`src/rtl/fi_pkg.sv`:
```
// Shared types and IEEE-754 single-precision constants for the float-to-integer converter.
package fi_pkg;

    typedef enum logic [1:0] {IDLE, CLASSIFY, SHIFT, DONE} state_t;

    typedef enum logic [2:0] {ZERO, NAN, INF, TINY, HUGE, NORMAL} cls_t;

    localparam int         FLT_BIAS    = 127;
    localparam int         FLT_FRAC_W  = 23;
    localparam int         FLT_EXP_W   = 8;
    localparam logic [7:0] EXP_SPECIAL = 8'hFF;

    // |E - 23| never exceeds 150, so 8 bits hold every shift count.
    localparam int         CNT_W       = 8;

endpackage

```
`src/rtl/flt_classify.sv`:
```
// Combinational decode of a single-precision float: value class, unbiased exponent,
// significand with hidden bit, and the shift direction/count that aligns it to an integer.
module flt_classify
    import fi_pkg::*;
#(
    parameter int INT_W = 128
) (
    input  logic [31:0]             flt_in,
    output cls_t                    cls,
    output logic signed [8:0]       exp_unb,
    output logic [INT_W-1:0]        sig,
    output logic                    dir_left,
    output logic [CNT_W-1:0]        cnt
);

    logic [FLT_EXP_W-1:0]  exp_field;
    logic [FLT_FRAC_W-1:0] frac;
    logic signed [8:0]     diff;
    logic signed [8:0]     neg_diff;

    always_comb begin
        exp_field = flt_in[30:23];
        frac      = flt_in[22:0];
        exp_unb   = $signed({1'b0, exp_field}) - 9'sd127;

        sig        = '0;
        sig[23:0]  = {1'b1, frac};

        // Binary point sits 23 bits above the LSB of sig.
        diff     = exp_unb - 9'sd23;
        neg_diff = 9'sd23 - exp_unb;
        dir_left = (exp_unb >= 9'sd23);
        cnt      = dir_left ? diff[CNT_W-1:0] : neg_diff[CNT_W-1:0];

        if (exp_field == '0)
            cls = ZERO;
        else if (exp_field == EXP_SPECIAL)
            cls = (frac != '0) ? NAN : INF;
        else if (exp_unb < 9'sd0)
            cls = TINY;
        else if (int'(exp_unb) >= INT_W)
            cls = HUGE;
        else
            cls = NORMAL;
    end

endmodule

```
`src/rtl/flt_to_int_seq.sv`:
```
// Multi-cycle float -> sign-magnitude integer converter with valid/ready on both sides;
// alignment uses an iterative shifter moving up to SHIFT_STEP bits per cycle.
module flt_to_int_seq
    import fi_pkg::*;
#(
    parameter int INT_W      = 128,
    parameter int SHIFT_STEP = 8
) (
    input  logic             clk,
    input  logic             rst_n,
    input  logic             in_valid,
    output logic             in_ready,
    input  logic [31:0]      flt_in,
    output logic             out_valid,
    input  logic             out_ready,
    output logic [INT_W-1:0] int_out,
    output logic             out_sign,
    output logic             ovf,
    output logic             nan
);

    localparam logic [CNT_W-1:0] STEP_MAX = CNT_W'(SHIFT_STEP);

    state_t            state_q, state_d;
    logic [31:0]       flt_q, flt_d;
    logic [INT_W-1:0]  mag_q, mag_d;
    logic [CNT_W-1:0]  cnt_q, cnt_d;
    logic              dir_q, dir_d;
    logic              sign_q, sign_d;
    logic              ovf_q, ovf_d;
    logic              nan_q, nan_d;
    logic              out_valid_q, out_valid_d;

    cls_t              cls;
    logic signed [8:0] exp_unb;
    logic [INT_W-1:0]  sig;
    logic              dir_left;
    logic [CNT_W-1:0]  cls_cnt;
    logic [CNT_W-1:0]  step;

    flt_classify #(.INT_W(INT_W)) u_classify (
        .flt_in   (flt_q),
        .cls      (cls),
        .exp_unb  (exp_unb),
        .sig      (sig),
        .dir_left (dir_left),
        .cnt      (cls_cnt)
    );

    assign step = (cnt_q > STEP_MAX) ? STEP_MAX : cnt_q;

    always_comb begin
        state_d     = state_q;
        flt_d       = flt_q;
        mag_d       = mag_q;
        cnt_d       = cnt_q;
        dir_d       = dir_q;
        sign_d      = sign_q;
        ovf_d       = ovf_q;
        nan_d       = nan_q;
        out_valid_d = 1'b0;

        case (state_q)
            IDLE: begin
                if (in_valid) begin
                    flt_d   = flt_in;
                    state_d = CLASSIFY;
                end
            end
            CLASSIFY: begin
                sign_d  = 1'b0;
                ovf_d   = 1'b0;
                nan_d   = 1'b0;
                state_d = DONE;
                case (cls)
                    NAN: begin
                        mag_d = '1;
                        nan_d = 1'b1;
                    end
                    INF, HUGE: begin
                        mag_d  = '1;
                        ovf_d  = 1'b1;
                        sign_d = flt_q[31];
                    end
                    NORMAL: begin
                        // E >= 0 here, so the magnitude is at least 1 and the sign is meaningful.
                        mag_d  = sig;
                        dir_d  = dir_left;
                        cnt_d  = cls_cnt;
                        sign_d = flt_q[31];
                        if (cls_cnt != '0)
                            state_d = SHIFT;
                    end
                    default: mag_d = '0;
                endcase
            end
            SHIFT: begin
                mag_d = dir_q ? (mag_q << step) : (mag_q >> step);
                cnt_d = cnt_q - step;
                if (cnt_q == step)
                    state_d = DONE;
            end
            DONE: begin
                // out_valid rises one cycle after entering DONE and holds until accepted.
                if (out_valid_q && out_ready)
                    state_d = IDLE;
                else
                    out_valid_d = 1'b1;
            end
            default: state_d = IDLE;
        endcase
    end

    always_ff @(posedge clk) begin
        if (!rst_n) begin
            state_q     <= IDLE;
            flt_q       <= '0;
            mag_q       <= '0;
            cnt_q       <= '0;
            dir_q       <= 1'b0;
            sign_q      <= 1'b0;
            ovf_q       <= 1'b0;
            nan_q       <= 1'b0;
            out_valid_q <= 1'b0;
        end else begin
            state_q     <= state_d;
            flt_q       <= flt_d;
            mag_q       <= mag_d;
            cnt_q       <= cnt_d;
            dir_q       <= dir_d;
            sign_q      <= sign_d;
            ovf_q       <= ovf_d;
            nan_q       <= nan_d;
            out_valid_q <= out_valid_d;
        end
    end

    assign in_ready  = (state_q == IDLE);
    assign out_valid = out_valid_q;
    assign int_out   = mag_q;
    assign out_sign  = sign_q;
    assign ovf       = ovf_q;
    assign nan       = nan_q;

endmodule

```
`config.mk`:
```
export PLATFORM = sky130hd
export DESIGN_NAME = flt_to_int_seq
export DESIGN_NICKNAME = d
export VERILOG_FILES = /design/src/rtl/fi_pkg.sv /design/src/rtl/flt_classify.sv /design/src/rtl/flt_to_int_seq.sv
export SDC_FILE = /design/constraint.sdc
export NUM_CORES = 1
export LEC_CHECK = 0
export CAP_MARGIN = 30
export CORE_UTILIZATION = 35
export CTS_CLUSTER_DIAMETER = 60
export DETAILED_ROUTE_END_ITERATION = 8
export GPL_TIMING_DRIVEN = 0
export PLACE_DENSITY = 0.55
export SYNTH_ARGS = -nofsm -noshare
export SYNTH_HDL_FRONTEND = slang
export SYNTH_SLANG_ARGS = --single-unit
export TNS_END_PERCENT = 20
```
`constraint.sdc`:
```
create_clock -name clk -period 3.3 [get_ports clk]
set_clock_uncertainty 0.15 [all_clocks]
set_input_delay 0.66 -clock clk [delete_from_list [all_inputs] [get_ports clk]]
set_output_delay 0.66 -clock clk [all_outputs]
set_load 0.02 [all_outputs]
```
==> metrics.txt <==
status=complete, but fails checks; failing checks=setup timing; Initial Utilization=~36%; WHS=between 0.3 and 0.4 ns; Static Leak=between 7 and 8 nW; utilization after layout=between 40 and 50%; WL final=~120,000 um; Die Width=approximately 230 um; crit path DAT=approximately 3.6 ns; initial antenna violation count=6; total CTS buffers=17; fin crit share=103%; Worst Path Max Fanout=10; PortBufs=around 170; worst path required time=3.52 ns; max-cap violations=0; Worst R2R Setup Slack=-0.11 ns; Main synth FF type=dfxtp_1; most frequent cells in the layout=nor2_1, nand2_1, dfxtp_1; # nets final=about 2.5k; post-DP HPWL=approximately 90,000 um; largest area contributor in the netlist=mux4_2; sequential fraction of the synthesis area=between 10% and 20%; Setup TNS Final=-0.452 ns; Final min period=between 3 and 4 ns; Synth cell types=between 70 and 80; die footprint=53,700 um2; Fmax=~290 MHz; Synth top area share=between 20 and 25%; global-route usage over all layers=43.8%; Max Buffers Root-to-Sink=2; Vias=around 23k; clock sinks=about 180; Least-Margin Pin Slew=roughly 1.2 ns; DIE HEIGHT=~230 um; Layout area overhead=23.3%; critical setup path kind=reg -> reg; commonest non-fill, non-tap cell in the layout=nor2_1; final max-slew violation count=0; largest net degree at the start of global routing=17; VDD IR-drop max=approximately 0.52 mV; cell area after synthesis=18,500 um2; Clk Latency, worst-skew pair=between 0.5 and 0.6 ns; Final GP Congestion=about 1.0; layout cells sized above 1=19.5%; Mapped Cells=~2.2k; CTS tree=built; total power draw=approximately 0.022 W; CP endpoint kind=flop; Routed Antenna Nets=0; type of origin of the critical path=flop; DP Cell Count=between 3k and 4k; RSZ-0062 raised after global routing=true; #FFs+latches synth=approximately 180; drt wl/cell=around 38 um; DRT iter0 DRCs=around 3.5k; Top Ports=roughly 170; vias in the first global route=roughly 22k; Placement Rows=83; Post-synth EDFFs=0; first-pass GRT wire length=~170,000 um; Max-slew headroom=20.9%; clk slew on worst S/H paths=0.08 ns; ys async rst share=0%; Remaining Overflow, GRT=0; syn_area_per_cell=8.24 um2; number of vias per cell=about 7.3; PwrDens=between 900 and 1000 nW/um2; Residual DRC=0; synth top area cells=mux4_2, dfxtp_1, nor2_1; Hold WC Path Type=reg -> reg; 1st-pass router iterations=7; YS warnings=0; Mapped Nets=2,291; core footprint=~52,000 um2; H-tree levels=4; Hold Fails Final Rpt=0; Final Setup Violations=9; CTS Root Cell=clkbuf_16; final setup margin=-0.107 ns; post-route insts no fill=3,161
[path summary, 6_finish.rpt]
check                          from                  endpoint  cells after the start
max           cnt_q[4]$_SDFFE_PN0P_  int_out[14]$_SDFFE_PN0P_                      9
min          flt_q[31]$_SDFFE_PN0P_    flt_q[31]$_SDFFE_PN0P_                      2
max reg2reg   cnt_q[4]$_SDFFE_PN0P_  int_out[14]$_SDFFE_PN0P_                      9
min reg2reg  flt_q[31]$_SDFFE_PN0P_    flt_q[31]$_SDFFE_PN0P_                      2
[sequential cells by signal, summed over array words and instances, names as in the netlist]
name / count
cnt_q: 8
dir_q: 1
flt_q: 32
int_out: 128
nan: 1
out_sign: 1
out_valid: 1
ovf: 1
state_q: 2
[cells in the mapped netlist (41+ instances only)]
| cell type | instances |
|---|---|
| a41oi_1 | 68 |
| a221oi_1 | 41 |
| and2_1 | 71 |
| a22oi_1 | 87 |
| o21ai_0 | 158 |
| mux2i_1 | 97 |
| clkbuf_1 | 178 |
| dfxtp_1 | 175 |
| a31oi_1 | 109 |
| a21oi_1 | 52 |
| nor2_1 | 271 |
| buf_2 | 44 |
| mux4_2 | 167 |
| mux2_2 | 51 |
| a21boi_0 | 43 |
| nand2_1 | 248 |
[routing by layer]
layer  part of all wire [%]  routed length, um  global-route usage [%]
met5                  0.028                 34                       0
met4                    7.4               8790                    28.0
met3                     12              14800                    14.4
met2                     42              50300                    64.0
met1                     38              45400                    55.3
[critical path: stages (launching register included)]
cell and delay, ns:
dfxtp_1 0.38, or4_4 0.59, clkbuf_4 0.27, nor2_4 0.22, nor2_1 0.20, buf_6 0.23
clkbuf_4 0.26, clkbuf_8 0.28, a221oi_4 0.43, a31oi_1 0.21
[per-stage QoR]
stage | cell area [um2] | setup slack, ns
after global routing | 22800 | -0.108
final | 22800 | -0.107
after detailed placement | 21300 | -1.46
after CTS | 22400 | -0.0835
after floorplan | 18500 | 0.477
after global placement | 21000 | -1.63
[repair_timing]
| action | 4_1_cts | 5_1_grt |
|---|---|---|
| hold buffers | 0 | 0 |
| gates resized for setup | 118 | 112 |
| pin swaps | 1 | 9 |
| endpoints found under the setup margin | 132 | 123 |
| setup buffers | 2 | 8 |
[area by class of cell]
type / count / area, um2
fillers: 5221 / 28900
clock inverters: 13 / 195
repair buffers: 207 / 2190
diodes: 5 / 12.5
clock buffers: 19 / 453
flip-flops and latches: 175 / 3510
well taps: 680 / 851
inverters: 15 / 56.3
multi-input cells: 1802 / 14200
plain buffers: 245 / 1360
[logic make-up (layout without fill, tap and decap cells)]
family	Yosys count	in the layout	share of synthesized area, %
AND/OR/NAND/NOR	739	739	17.8
AO/OA/AOI/OAI	727	727	27.4
multiplexers	315	315	28.7
buffers and inverters	266	499	5.97
flip-flops	175	175	19.0
adder cells (fa/ha/maj)	12	12	0.812
XOR/XNOR	8	8	0.379
other	1	6	0.0203
[report_power, final]
part | internal, W | switching (W)
registers | 0.00269 | 0.00128
clock network | 0.00132 | 0.00112
logic | 0.00538 | 0.0101
Note: power is estimated with default switching activity, not from simulation.
